===== config.mk =====
export PLATFORM = sky130hd
export DESIGN_NAME = alu_pipe_flat
export DESIGN_NICKNAME = d
export VERILOG_FILES = /design/src/rtl/alu_pipe_if.sv /design/src/rtl/alu_pipe.sv /design/src/flat_wrapper.sv
export SDC_FILE = /design/constraint.sdc
export NUM_CORES = 1
export LEC_CHECK = 0
export ABC_CLOCK_PERIOD_IN_PS = 2200
export CORE_MARGIN = 2
export CORE_UTILIZATION = 39
export DETAILED_ROUTE_END_ITERATION = 8
export DONT_BUFFER_PORTS = 1
export GPL_TIMING_DRIVEN = 0
export PLACE_DENSITY = 0.61
export SLEW_MARGIN = 15
export SYNTH_ARGS = -nofsm -noshare
export SYNTH_HDL_FRONTEND = slang
export SYNTH_SLANG_ARGS = --single-unit
export TNS_END_PERCENT = 30

===== constraint.sdc =====
create_clock -name clk -period 2.2 [get_ports clk]
set_clock_uncertainty 0.05 [all_clocks]
set_input_delay 0.22 -clock clk [delete_from_list [all_inputs] [get_ports clk]]
set_output_delay 0.22 -clock clk [all_outputs]
set_load 0.01 [all_outputs]

===== src/rtl/alu_pipe_if.sv =====
// Producer/consumer bundle for alu_pipe: operation request side plus result/flag side.
// The DUT takes the slave modport; the bench (producer + consumer) drives the master modport.
interface alu_pipe_if #(
    parameter int WIDTH = 8
);
    logic             in_valid;
    logic             in_ready;
    logic [2:0]       op;
    logic [WIDTH-1:0] a;
    logic [WIDTH-1:0] b;
    logic             use_acc;
    logic             acc_clr;
    logic             out_valid;
    logic             out_ready;
    logic [WIDTH-1:0] result;
    logic             carry;
    logic             zero;
    logic             neg;
    logic             ovf;

    modport master (
        output in_valid, op, a, b, use_acc, acc_clr, out_ready,
        input  in_ready, out_valid, result, carry, zero, neg, ovf
    );

    modport slave (
        input  in_valid, op, a, b, use_acc, acc_clr, out_ready,
        output in_ready, out_valid, result, carry, zero, neg, ovf
    );
endinterface


===== src/rtl/alu_pipe.sv =====
// Two-stage pipelined WIDTH-bit ALU (8 ops, carry/zero/neg/ovf) behind valid/ready handshakes.
// Define ALU_PIPE_ACC_EN to add the chaining accumulator (use_acc / acc_clr).
module alu_pipe #(
    parameter int WIDTH = 8
) (
    input logic       clk,
    input logic       rst,
    alu_pipe_if.slave bus
);
    // Handshake: a transfer happens on a rising edge where valid && ready; the source
    // holds its payload stable while valid && !ready, and ready never depends on valid.
    logic             s1_valid;
    logic [2:0]       s1_op;
    logic [WIDTH-1:0] s1_a;
    logic [WIDTH-1:0] s1_b;

    logic             out_valid_q;
    logic [WIDTH-1:0] result_q;
    logic             carry_q;
    logic             zero_q;
    logic             neg_q;
    logic             ovf_q;

    logic             s2_take;
    logic             accept;
    logic [WIDTH-1:0] opa;
    logic [WIDTH-1:0] res_d;
    logic             carry_d;
    logic             ovf_d;
    logic [WIDTH:0]   sum_w;
    logic [WIDTH:0]   diff_w;

    assign s2_take      = !out_valid_q || bus.out_ready;
    assign bus.in_ready = !s1_valid || s2_take;
    assign accept       = bus.in_valid && bus.in_ready;

`ifdef ALU_PIPE_ACC_EN
    logic             s1_use_acc;
    logic             s1_acc_clr;
    logic [WIDTH-1:0] acc_q;

    // A clear takes effect before the operand read, so clr+use_acc yields A = 0.
    assign opa = s1_use_acc ? (s1_acc_clr ? '0 : acc_q) : s1_a;

    always_ff @(posedge clk or posedge rst) begin
        if (rst) begin
            s1_use_acc <= 1'b0;
            s1_acc_clr <= 1'b0;
            acc_q      <= '0;
        end else begin
            if (accept) begin
                s1_use_acc <= bus.use_acc;
                s1_acc_clr <= bus.acc_clr;
            end
            if (s1_valid && s2_take) begin
                acc_q <= res_d;
            end
        end
    end
`else
    logic unused_acc_ports;
    assign unused_acc_ports = bus.use_acc ^ bus.acc_clr;
    assign opa = s1_a;
`endif

    always_comb begin
        sum_w   = {1'b0, opa} + {1'b0, s1_b};
        diff_w  = {1'b0, opa} + {1'b0, ~s1_b} + (WIDTH + 1)'(1);
        res_d   = '0;
        carry_d = 1'b0;
        ovf_d   = 1'b0;
        case (s1_op)
            3'd0: res_d = ~s1_b;
            3'd1: res_d = opa & s1_b;
            3'd2: res_d = opa | s1_b;
            3'd3: begin
                res_d   = sum_w[WIDTH-1:0];
                carry_d = sum_w[WIDTH];
                ovf_d   = (opa[WIDTH-1] == s1_b[WIDTH-1]) && (sum_w[WIDTH-1] != opa[WIDTH-1]);
            end
            3'd4: begin
                res_d   = diff_w[WIDTH-1:0];
                carry_d = diff_w[WIDTH];
                ovf_d   = (opa[WIDTH-1] != s1_b[WIDTH-1]) && (diff_w[WIDTH-1] != opa[WIDTH-1]);
            end
            3'd5: res_d = opa ^ s1_b;
            3'd6: begin
                res_d   = {opa[WIDTH-2:0], 1'b0};
                carry_d = opa[WIDTH-1];
            end
            default: begin
                res_d   = {1'b0, opa[WIDTH-1:1]};
                carry_d = opa[0];
            end
        endcase
    end

    always_ff @(posedge clk or posedge rst) begin
        if (rst) begin
            s1_valid    <= 1'b0;
            s1_op       <= '0;
            s1_a        <= '0;
            s1_b        <= '0;
            out_valid_q <= 1'b0;
            result_q    <= '0;
            carry_q     <= 1'b0;
            zero_q      <= 1'b0;
            neg_q       <= 1'b0;
            ovf_q       <= 1'b0;
        end else begin
            if (accept) begin
                s1_valid <= 1'b1;
                s1_op    <= bus.op;
                s1_a     <= bus.a;
                s1_b     <= bus.b;
            end else if (s2_take) begin
                s1_valid <= 1'b0;
            end
            // S2 only changes when it is free or being drained, which keeps outputs stable under stall.
            if (s2_take) begin
                out_valid_q <= s1_valid;
                if (s1_valid) begin
                    result_q <= res_d;
                    carry_q  <= carry_d;
                    zero_q   <= (res_d == '0);
                    neg_q    <= res_d[WIDTH-1];
                    ovf_q    <= ovf_d;
                end
            end
        end
    end

    assign bus.out_valid = out_valid_q;
    assign bus.result    = result_q;
    assign bus.carry     = carry_q;
    assign bus.zero      = zero_q;
    assign bus.neg       = neg_q;
    assign bus.ovf       = ovf_q;
endmodule


===== src/flat_wrapper.sv =====
// flat-port wrapper written by rule: the top's interface ports become plain ports
module alu_pipe_flat 
#(
    parameter int WIDTH = 8
)
  (clk, rst, bus_in_valid, bus_op, bus_a, bus_b, bus_use_acc, bus_acc_clr, bus_out_ready, bus_in_ready, bus_out_valid, bus_result, bus_carry, bus_zero, bus_neg, bus_ovf);
  alu_pipe_if #(.WIDTH(WIDTH)) bus_i ();
  input logic clk;
  input logic rst;
  input wire logic [$bits(bus_i.in_valid)-1:0] bus_in_valid;
  input wire logic [$bits(bus_i.op)-1:0] bus_op;
  input wire logic [$bits(bus_i.a)-1:0] bus_a;
  input wire logic [$bits(bus_i.b)-1:0] bus_b;
  input wire logic [$bits(bus_i.use_acc)-1:0] bus_use_acc;
  input wire logic [$bits(bus_i.acc_clr)-1:0] bus_acc_clr;
  input wire logic [$bits(bus_i.out_ready)-1:0] bus_out_ready;
  output wire logic [$bits(bus_i.in_ready)-1:0] bus_in_ready;
  output wire logic [$bits(bus_i.out_valid)-1:0] bus_out_valid;
  output wire logic [$bits(bus_i.result)-1:0] bus_result;
  output wire logic [$bits(bus_i.carry)-1:0] bus_carry;
  output wire logic [$bits(bus_i.zero)-1:0] bus_zero;
  output wire logic [$bits(bus_i.neg)-1:0] bus_neg;
  output wire logic [$bits(bus_i.ovf)-1:0] bus_ovf;
  assign bus_i.in_valid = bus_in_valid;
  assign bus_i.op = bus_op;
  assign bus_i.a = bus_a;
  assign bus_i.b = bus_b;
  assign bus_i.use_acc = bus_use_acc;
  assign bus_i.acc_clr = bus_acc_clr;
  assign bus_i.out_ready = bus_out_ready;
  assign bus_in_ready = bus_i.in_ready;
  assign bus_out_valid = bus_i.out_valid;
  assign bus_result = bus_i.result;
  assign bus_carry = bus_i.carry;
  assign bus_zero = bus_i.zero;
  assign bus_neg = bus_i.neg;
  assign bus_ovf = bus_i.ovf;
  alu_pipe #(.WIDTH(WIDTH)) u_core (.clk(clk), .rst(rst), .bus(bus_i));
endmodule

==> flow_metrics.env, run 1 <==
export IMPL_grt_pass1_vias=2256
export IMPL_max_stage_delay_ns=0.42
export IMPL_crit_chain="inv_1 -> ha_4 -> o211ai_1 -> o41ai_2 -> a311oi_2 -> o311ai_4 -> o32a_1 -> nor4_2 -> a32o_1"
export IMPL_slew_headroom=0.545
export IMPL_clock_root_buffer="clkbuf_8"
export IMPL_post_route_min_period_ns=2.59
export IMPL_p_seq_frac=0.297
export IMPL_setup_slack_ns=-0.393
export IMPL_cp_slowest_cell="dfrtp_2"
export IMPL_die_h_um=86.4
export IMPL_ys_seq_area_frac=0.303
export IMPL_dieWidth_um=86.4
export IMPL_clock_latency_ns=0.29
export IMPL_synth_seq_cells=32
export IMPL_place_gp_congestion=0.943
export IMPL_rsz0062_at_grt="true"
export IMPL_start_util=0.396
export IMPL_worst_slew_pin_slew_ns=0.682
export IMPL_ys_flop_type="dfrtp_1"
export IMPL_grt_total_usage=0.191
export IMPL_syn_nets=338
export IMPL_final_nets=370
export IMPL_cts_buffers=5
export IMPL_path_clk_slew_ns=0.08
export IMPL_p_clk_frac=0.201
export IMPL_final_util=0.482
export IMPL_grt_ovfl_total=0
export IMPL_drc=0
export IMPL_boundaryPins=39
export IMPL_dieArea_mm2=0.00746
export IMPL_core_area_mm2=0.00668
export IMPL_critPathTopFamily="compound AO/OA/AOI/OAI gates"
export IMPL_placed_cell_area_mm2=0.00276
export IMPL_cts_tree="yes"
export IMPL_powerDensity_mw_per_mm2=896
export IMPL_p_int_mw=1.74
export IMPL_vias=2284
export IMPL_routed_wirelength_mm=7.07
export IMPL_antenna_cells=0
export IMPL_swShare=0.395
export IMPL_synth_area_per_cell_um2=9.22
export IMPL_async_flop_share=1.00
export IMPL_timing_final_crit_share=1.18
export IMPL_rows=30
export IMPL_final_setup_tns_ns=-1.47
export IMPL_ant_nets=0
export IMPL_cp_max_fo=6
export IMPL_final_cell_area_mm2=0.00322
export IMPL_finalSetupViolCount=9
export IMPL_combinationalPowerShare=0.502
export IMPL_finalPower_mw=2.88
export IMPL_ctsHtreeMaxLevel=2
export IMPL_synth_edf_count=0
export IMPL_cts_sinks=32
export IMPL_io_buffers=0
export IMPL_end_kind="flop"
export IMPL_worstSetupPathType="reg -> reg"
export IMPL_worstSetupStartpointType="flop"
export IMPL_outcome="finished, violations left"
export IMPL_synth_cell_types=57
export IMPL_clock_fmax_ghz=0.386
export IMPL_drive_gt1_frac=0.350
export IMPL_yosysWarningCount=0
export IMPL_layout_common_cells="buf_4 (26), dfrtp_1 (26), mux2_2 (22), inv_1 (20), nor2_1 (20)"
export IMPL_required_ns=2.38
export IMPL_grt_pass1_wl_mm=11.2
export IMPL_max_cap_violations=0
export IMPL_p_leak_nw=1.42
export IMPL_cts_buffer_depth=2
export IMPL_synth_cell_area_mm2=0.00265
export IMPL_cp_arrival_ns=2.78
export IMPL_violations="setup timing"
export IMPL_drt_iter0_markers=172
export IMPL_maxSlewViolCount=0
export IMPL_grt_antenna_before_repair=0
export IMPL_max_vdd_ir_drop_uv=646
export IMPL_wire_per_inst_um=17.7
export IMPL_hold_path_class="in -> reg"
export IMPL_critPathBufInv=1
export IMPL_firstDrtPassIters=4
export IMPL_place_hpwl_mm=4.94
export IMPL_synthToLayoutAreaGrowth_pct=21.6
export IMPL_grt_max_degree=33
export IMPL_finalHoldViolations=0
export IMPL_post_drt_via_cell_ratio=5.71
export IMPL_switchingPower_mw=1.14
export IMPL_synthCells=287
==> worst register-to-register path: cells and delay by family (launching register included) <==
family          cells  cell delay, ns
simple gates        1            0.24
flops               1            0.42
compound gates      6            1.45
fa+ha+maj           1            0.25
buf+inv             1            0.13
==> repair_timing <==
item	4_1_cts	5_1_grt
gates resized for setup	26	14
endpoints found under the hold margin	33	0
hold buffers	2	0
pin swaps	11	14
setup endpoints to repair	20	10
buffers inserted	15	8
==> synthesized netlist by cell type (2+ instances only) <==
cell type	n	share of area
buf_6	4	0.017
o21ai_0	13	0.025
buf_2	4	0.0076
nand2b_1	5	0.012
xnor2_1	5	0.017
clkbuf_8	2	0.010
fa_1	2	0.015
a221oi_1	2	0.0066
a211oi_1	2	0.0057
nor2b_1	3	0.0071
nor2_1	21	0.030
a22oi_1	2	0.0057
or2_2	2	0.0047
o21bai_1	3	0.0085
a32o_1	2	0.0076
nand3b_1	2	0.0057
o21ai_1	4	0.0076
a21oi_1	17	0.032
o211ai_1	2	0.0057
ha_1	24	0.11
buf_4	2	0.0057
a311oi_1	2	0.0066
nand3_1	3	0.0057
dfrtp_1	32	0.30
a31oi_1	3	0.0071
a21o_1	2	0.0057
nor3_1	6	0.011
and3_1	3	0.0071
o21a_1	3	0.0085
nand2_1	19	0.027
clkbuf_1	5	0.0071
mux2i_1	8	0.030
mux2_2	23	0.098
o32a_2	2	0.0085
nor3b_1	2	0.0057
inv_1	27	0.038
o22ai_1	3	0.0071
o32ai_1	2	0.0066
==> final cells by class <==
type | instances | area, um2
buffer | 17 | 130
clock buffer | 5 | 68.8
clock inverter | 3 | 42.5
fill | 639 | 3460
inverter | 27 | 101
multi-input combinational | 211 | 1770
sequential | 32 | 808
tap | 80 | 100
timing repair buffer | 25 | 193
==> state kept, by name, indices dropped and copies added, names as in the netlist <==
name and count:
u_core.s1_b 8, u_core.opa 8, u_core.bus.neg 1, u_core.bus.result 7
u_core.bus.ovf 1, u_core.bus.zero 1, u_core.s1_valid 1, u_core.s1_op 3
u_core.bus.out_valid 1, u_core.bus.carry 1
==> kinds of logic after synthesis <==
family,count (synthesis),synth area share
AO/OA/AOI/OAI,73,0.185
buffers and inverters,44,0.0861
flip-flops,32,0.303
multiplexers,32,0.137
AND/OR/NAND/NOR,75,0.144
adder cells (fa/ha/maj),26,0.129
XOR/XNOR,5,0.0165
==> power by group through the flow <==
stage,combinational [mW],clock (mW),sequential (mW)
floorplan,0.906,0,0.841
global placement,1.12,0,0.877
detailed placement,1.14,0,0.880
CTS,1.32,0.586,0.856
global route,1.57,0.611,0.875
finish,1.45,0.579,0.856
==> metal layers <==
| layer | wire (um) | GRT usage |
|---|---|---|
| met5 | 0 | 0 |
| met4 | 249 | 0.0781 |
| met3 | 409 | 0.0314 |
| met2 | 3360 | 0.320 |
| met1 | 3060 | 0.246 |
==> final timing paths <==
kind | from | cells past startpoint | slack (ns) | endpoint
max in group asynchronous | rst | 2 | 1.18 | u_core.opa[6]
worst min register to register | u_core.s1_valid | 1 | 0.49 | u_core.bus.out_valid
worst min-delay path | bus_a[3] | 1 | 0.02 | u_core.opa[3]
min in group asynchronous | rst | 2 | 0.43 | u_core.opa[2]
worst max register to register | u_core.opa[6] | 9 | -0.39 | u_core.bus.zero
worst max-delay path | u_core.opa[6] | 9 | -0.39 | u_core.bus.zero
==> stage by stage <==
stage / hold WS [ns] / instances / worst slack (ns)
after floorplan: 0.278 / 287 / -0.160
final: 0.0187 / 400 / -0.393
after global placement: 0.287 / 367 / -0.460
after global routing: 0.0174 / 400 / -0.498
after CTS: 0.0182 / 392 / -0.373
after detailed placement: 0.195 / 367 / -0.510
Power figures use the tool's default switching activity.
==> run 2, diff against run 1 <==
CORE_UTILIZATION = 55   (was 39)
PLACE_DENSITY = 0.79   (was 0.61)
==> run 2 against run 1 <==
Effect of this change:
- the run still ends with setup timing left
- core utilization increased by 16 points
- worst setup slack got worse by 0.082 ns
- via count increased by 0.26%
- global-route usage increased by 7.8 points
- register-to-register slack got worse by 0.08 ns
- clock power decreased by 18%
- sequential cell count unchanged
- critical endpoint unchanged
- highest routed layer unchanged
==> flow_metrics.env, run 2 (same netlist as run 1, synthesis figures left out) <==
export IMPL_timing_final_crit_share=1.22
export IMPL_finalPower_mw=2.69
export IMPL_post_drt_via_cell_ratio=6.34
export IMPL_start_util=0.564
export IMPL_cts_tree="yes"
export IMPL_dieArea_mm2=0.00538
export IMPL_post_route_min_period_ns=2.68
export IMPL_endpoint="u_core.bus.zero"
export IMPL_powerDensity_mw_per_mm2=891
export IMPL_layout_common_cells="dfrtp_1 (27), mux2_2 (23), inv_1 (22), ha_1 (21), nor2_1 (20)"
export IMPL_crit_chain="inv_2 -> ha_4 -> inv_2 -> fa_1 -> mux4_2 -> o21ai_2 -> nor3b_4 -> nand3_2 -> nor4_2 -> a32o_1"
export IMPL_cp_common_cell="inv_2"
export IMPL_end_kind="flop"
export IMPL_vias=2290
export IMPL_firstDrtPassIters=5
export IMPL_die_h_um=73.4
export IMPL_antenna_cells=0
export IMPL_io_buffers=0
export IMPL_timing_rr_start="u_core.opa[0]"
export IMPL_rows=25
export IMPL_finalHoldViolations=0
export IMPL_slew_headroom=0.563
export IMPL_violations="setup timing"
export IMPL_cp_max_fo=4
export IMPL_outcome="finished, violations left"
export IMPL_path_clk_slew_ns=0.07
export IMPL_ff2ff_setup_slack_ns=-0.48
export IMPL_max_cap_violations=0
export IMPL_setup_slack_ns=-0.475
export IMPL_maxSlewViolCount=0
export IMPL_worstSetupPathType="reg -> reg"
export IMPL_placed_cells=341
export IMPL_synthToLayoutAreaGrowth_pct=14.0
export IMPL_ant_nets=0
export IMPL_clock_root_buffer="clkbuf_8"
export IMPL_boundaryPins=39
export IMPL_clock_latency_ns=0.29
export IMPL_grt_pass1_wl_mm=10.9
export IMPL_cts_sinks=32
export IMPL_mostFrequentLayoutCell="dfrtp_1"
export IMPL_instances_no_fill=361
export IMPL_drive_gt1_frac=0.300
export IMPL_cp_slowest_cell="mux4_2"
export IMPL_clock_fmax_ghz=0.374
export IMPL_grt_ovfl_total=0
export IMPL_grt_total_usage=0.270
export IMPL_critPathTopFamily="simple AND/OR/NAND/NOR gates"
export IMPL_cts_buffer_depth=2
export IMPL_wire_per_inst_um=19.4
export IMPL_grt_antenna_before_repair=0
export IMPL_grt_max_degree=33
export IMPL_place_gp_congestion=0.928
export IMPL_rr_worst_depth=10
export IMPL_critPathBufInv=2
export IMPL_worst_slew_pin_slew_ns=0.654
export IMPL_cp_arrival_ns=2.85
export IMPL_drt_iter0_markers=202
export IMPL_reg2reg_to="u_core.bus.zero"
export IMPL_cp_depth=10
export IMPL_max_stage_delay_ns=0.47
export IMPL_ctsHtreeMaxLevel=2
export IMPL_final_nets=357
export IMPL_worstSetupStartpointType="flop"
export IMPL_dieWidth_um=73.4
export IMPL_required_ns=2.37
export IMPL_hold_path_class="in -> reg"
export IMPL_max_vdd_ir_drop_uv=679
export IMPL_critPathLaunch="u_core.opa[0]"
export IMPL_place_hpwl_mm=4.87
export IMPL_nFillCells=342
export IMPL_p_leak_nw=1.34
export IMPL_cts_buffers=5
export IMPL_hold_worst_slack_ns=0.0280
export IMPL_grt_pass1_vias=2188
export IMPL_rsz0062_at_grt="true"
export IMPL_core_area_mm2=0.00469
export IMPL_routed_wirelength_mm=7.02
export IMPL_drc=0
export IMPL_finalSetupViolCount=8
-- run 2: cell types whose count changed in the layout (fill, tap and decap cells not counted), sizes merged --
cell and change:
bufinv -1, buf -13, clkbuf +2, clkinv -1
-- run 2: metal layers --
metal | GRT usage | vias up | wire length [um]
li1 | - | 1052 | -
met4 | 0.111 | 0 | 201
met3 | 0.0508 | 30 | 417
met5 | 0 | - | 0
met2 | 0.433 | 102 | 3470
met1 | 0.358 | 1106 | 2930
-- run 2: worst min-delay path by stage --
stage	from	endpoint	slack (ns)	cells past startpoint
2_1_floorplan	bus_in_valid	u_core.s1_valid	0.28	1
3_5_place_dp	bus_in_valid	u_core.s1_valid	0.29	1
3_3_place_gp	bus_in_valid	u_core.s1_valid	0.29	1
5_1_grt	bus_b[6]	u_core.s1_b[6]	0.02	1
4_1_cts	bus_b[0]	u_core.s1_b[0]	0.02	1
6_report	bus_b[6]	u_core.s1_b[6]	0.03	1
-- run 2: final cells by class --
class | instances | area, um2 | area share
clock inverters | 1 | 7.51 | 0.00249
well taps | 54 | 67.6 | 0.0224
plain buffers | 17 | 130 | 0.0431
inverters | 27 | 101 | 0.0336
repair buffers | 12 | 98.8 | 0.0328
flip-flops and latches | 32 | 807 | 0.267
multi-input cells | 211 | 1720 | 0.570
clock buffers | 7 | 86.3 | 0.0286
-- run 2: stage by stage --
step	cell area [um2]	setup WS (ns)	utilization	TNS [ns]
6_report	3020	-0.475	0.643	-1.60
5_1_grt	3020	-0.556	0.643	-2.34
4_1_cts	2980	-0.389	0.635	-1.50
3_5_place_dp	2720	-0.469	0.581	-2.45
3_3_place_gp	2720	-0.432	0.581	-1.98
2_1_floorplan	2660	-0.160	-	-0.270
-- run 2: power breakdown --
group	leakage [nW]	switching (mW)	internal (mW)	total, mW
combinational	0.917	0.736	0.606	1.34
clock	0.0445	0.223	0.254	0.477
sequential	0.375	0.154	0.715	0.869
total	1.34	1.11	1.58	2.69
-- run 2: what timing repair did --
item | CTS | global route
pin swaps | 11 | 5
resized for setup | 24 | 11
hold endpoints to repair | 1 | 32
endpoints found under the setup margin | 12 | 10
buffers inserted | 11 | 3
hold buffers | 1 | 1
==> run 3, diff against run 2 <==
TNS_END_PERCENT = 5   (was 30)
==> run 3 against run 2 <==
Effect of this change:
- the run still ends with setup timing left
- sequential cell count is the same
- final cell count grew 0.83%
- die area is the same
- clock power is essentially flat
- critical path type unchanged
- largest cell class unchanged
- highest routed layer unchanged
- sequential power is essentially flat
==> flow_metrics.env, run 3 (same netlist as run 1, synthesis figures left out) <==
export IMPL_outcome="finished, violations left"
export IMPL_violations="setup timing"
export IMPL_grt_total_usage=0.270
export IMPL_core_area_mm2=0.00469
export IMPL_p_leak_nw=1.35
export IMPL_finalHoldViolations=0
export IMPL_finalSetupViolCount=8
export IMPL_ant_nets=0
export IMPL_max_cap_violations=0
export IMPL_antenna_cells=0
export IMPL_cp_arrival_ns=2.86
export IMPL_final_nets=360
export IMPL_place_gp_congestion=0.928
export IMPL_combinationalPowerShare=0.503
export IMPL_drive_gt1_frac=0.306
export IMPL_slew_headroom=0.563
export IMPL_placed_cells=341
export IMPL_nFillCells=336
export IMPL_ff2ff_setup_slack_ns=-0.49
export IMPL_wire_per_inst_um=19.6
export IMPL_ctsHtreeMaxLevel=2
export IMPL_cts_tree="yes"
export IMPL_path_clk_slew_ns=0.07
export IMPL_boundaryPins=39
export IMPL_cp_max_fo=4
export IMPL_mostFrequentLayoutCell="dfrtp_1"
export IMPL_place_hpwl_mm=4.87
export IMPL_clock_root_buffer="clkbuf_8"
export IMPL_synthToLayoutAreaGrowth_pct=15.1
export IMPL_clock_latency_ns=0.29
export IMPL_maxSlewViolCount=0
export IMPL_powerDensity_mw_per_mm2=890
export IMPL_grt_pass1_wl_mm=10.9
export IMPL_required_ns=2.38
export IMPL_layout_common_cells="dfrtp_1 (27), mux2_2 (23), inv_1 (22), ha_1 (21), nor2_1 (20)"
export IMPL_cts_buffer_depth=2
export IMPL_routed_wirelength_mm=7.15
export IMPL_p_seq_frac=0.321
export IMPL_rsz0062_at_grt="true"
export IMPL_post_drt_via_cell_ratio=6.47
export IMPL_cts_buffers=5
export IMPL_start_util=0.564
export IMPL_p_int_mw=1.59
export IMPL_rows=25
export IMPL_timing_final_crit_share=1.22
export IMPL_grt_max_degree=33
export IMPL_drc=0
export IMPL_die_h_um=73.4
export IMPL_io_buffers=0
export IMPL_grt_antenna_before_repair=0
export IMPL_cts_sinks=32
export IMPL_worst_slew_pin_slew_ns=0.655
export IMPL_seq_area_um2=807
export IMPL_vias=2354
export IMPL_firstDrtPassIters=7
export IMPL_hold_path_class="in -> reg"
export IMPL_grt_pass1_vias=2188
export IMPL_dieArea_mm2=0.00538
export IMPL_p_clk_frac=0.176
export IMPL_post_route_min_period_ns=2.69
export IMPL_setup_slack_ns=-0.486
export IMPL_dieWidth_um=73.4
export IMPL_switchingPower_mw=1.12
export IMPL_multi_input_area_mm2=0.00171
export IMPL_instances_no_fill=364
export IMPL_rr_worst_depth=10
export IMPL_end_kind="flop"
export IMPL_drt_iter0_markers=231
export IMPL_worstSetupStartpointType="flop"
export IMPL_worstSetupPathType="reg -> reg"
export IMPL_grt_ovfl_total=0
export IMPL_swShare=0.413
export IMPL_final_util=0.649
export IMPL_holdPathStages=1
export IMPL_clock_fmax_ghz=0.372
export IMPL_max_vdd_ir_drop_uv=665
-- run 3: cell count changes in the layout (fill, tap and decap cells not counted), sizes merged --
cell  delta
buf      +3
-- run 3: routing by layer --
layer	track usage	wire, um	vias up
met1	0.358	2890	1156
met2	0.433	3550	112
met4	0.111	181	0
met3	0.0508	518	22
met5	0	0	-
li1	-	-	1064
-- run 3: power by group through the flow --
stage               clock network [mW]  logic, mW  registers [mW]
floorplan                            0      0.906           0.841
global placement                     0       1.10           0.875
detailed placement                   0       1.14           0.880
CTS                              0.480       1.26           0.866
global route                     0.512       1.45           0.887
finish                           0.478       1.36           0.870
-- run 3: worst max-delay path, stage by stage (launching register included) --
cell and delay, ns:
dfrtp_2 0.43, inv_2 0.09, ha_4 0.14, inv_2 0.03
fa_1 0.42, mux4_2 0.47, o21ai_2 0.14, nor3b_4 0.24
nand3_2 0.13, nor4_2 0.29, a32o_1 0.19
-- run 3: worst paths after layout --
kind                                       from              endpoint
min in group asynchronous                   rst        u_core.s1_b[1]
hold reg to reg            u_core.bus.result[2]  u_core.bus.result[2]
setup reg to reg                  u_core.opa[0]       u_core.bus.zero
hold / removal                         bus_a[1]         u_core.opa[1]
max in group asynchronous                   rst         u_core.opa[2]
setup / recovery                  u_core.opa[0]       u_core.bus.zero
-- run 3: layout make-up --
class                      instances  area share
multi-input combinational        211       0.563
sequential                        32       0.265
timing repair buffer              15      0.0435
buffer                            17      0.0427
inverter                          27      0.0333
clock buffer                       7      0.0283
tap                               54      0.0222
clock inverter                     1     0.00246
-- run 3: timing repair --
action / in CTS / in global routing
pin swaps: 11 / 4
buffers inserted: 11 / 2
hold buffers: 1 / 1
resized for setup: 24 / 10
endpoints found under the setup margin: 12 / 10
endpoints found under the hold margin: 1 / 32
-- run 3: through the flow --
step | hold slack (ns) | power, mW | instance area [um2] | worst slack (ns) | TNS [ns]
2_1_floorplan | 0.278 | 1.75 | 2660 | -0.160 | -0.270
5_1_grt | 0.0180 | 2.85 | 3050 | -0.561 | -2.58
3_5_place_dp | 0.293 | 2.02 | 2720 | -0.469 | -2.45
4_1_cts | 0.0236 | 2.61 | 2980 | -0.389 | -1.50
6_report | 0.0252 | 2.71 | 3050 | -0.486 | -1.89
3_3_place_gp | 0.295 | 1.97 | 2720 | -0.432 | -1.98
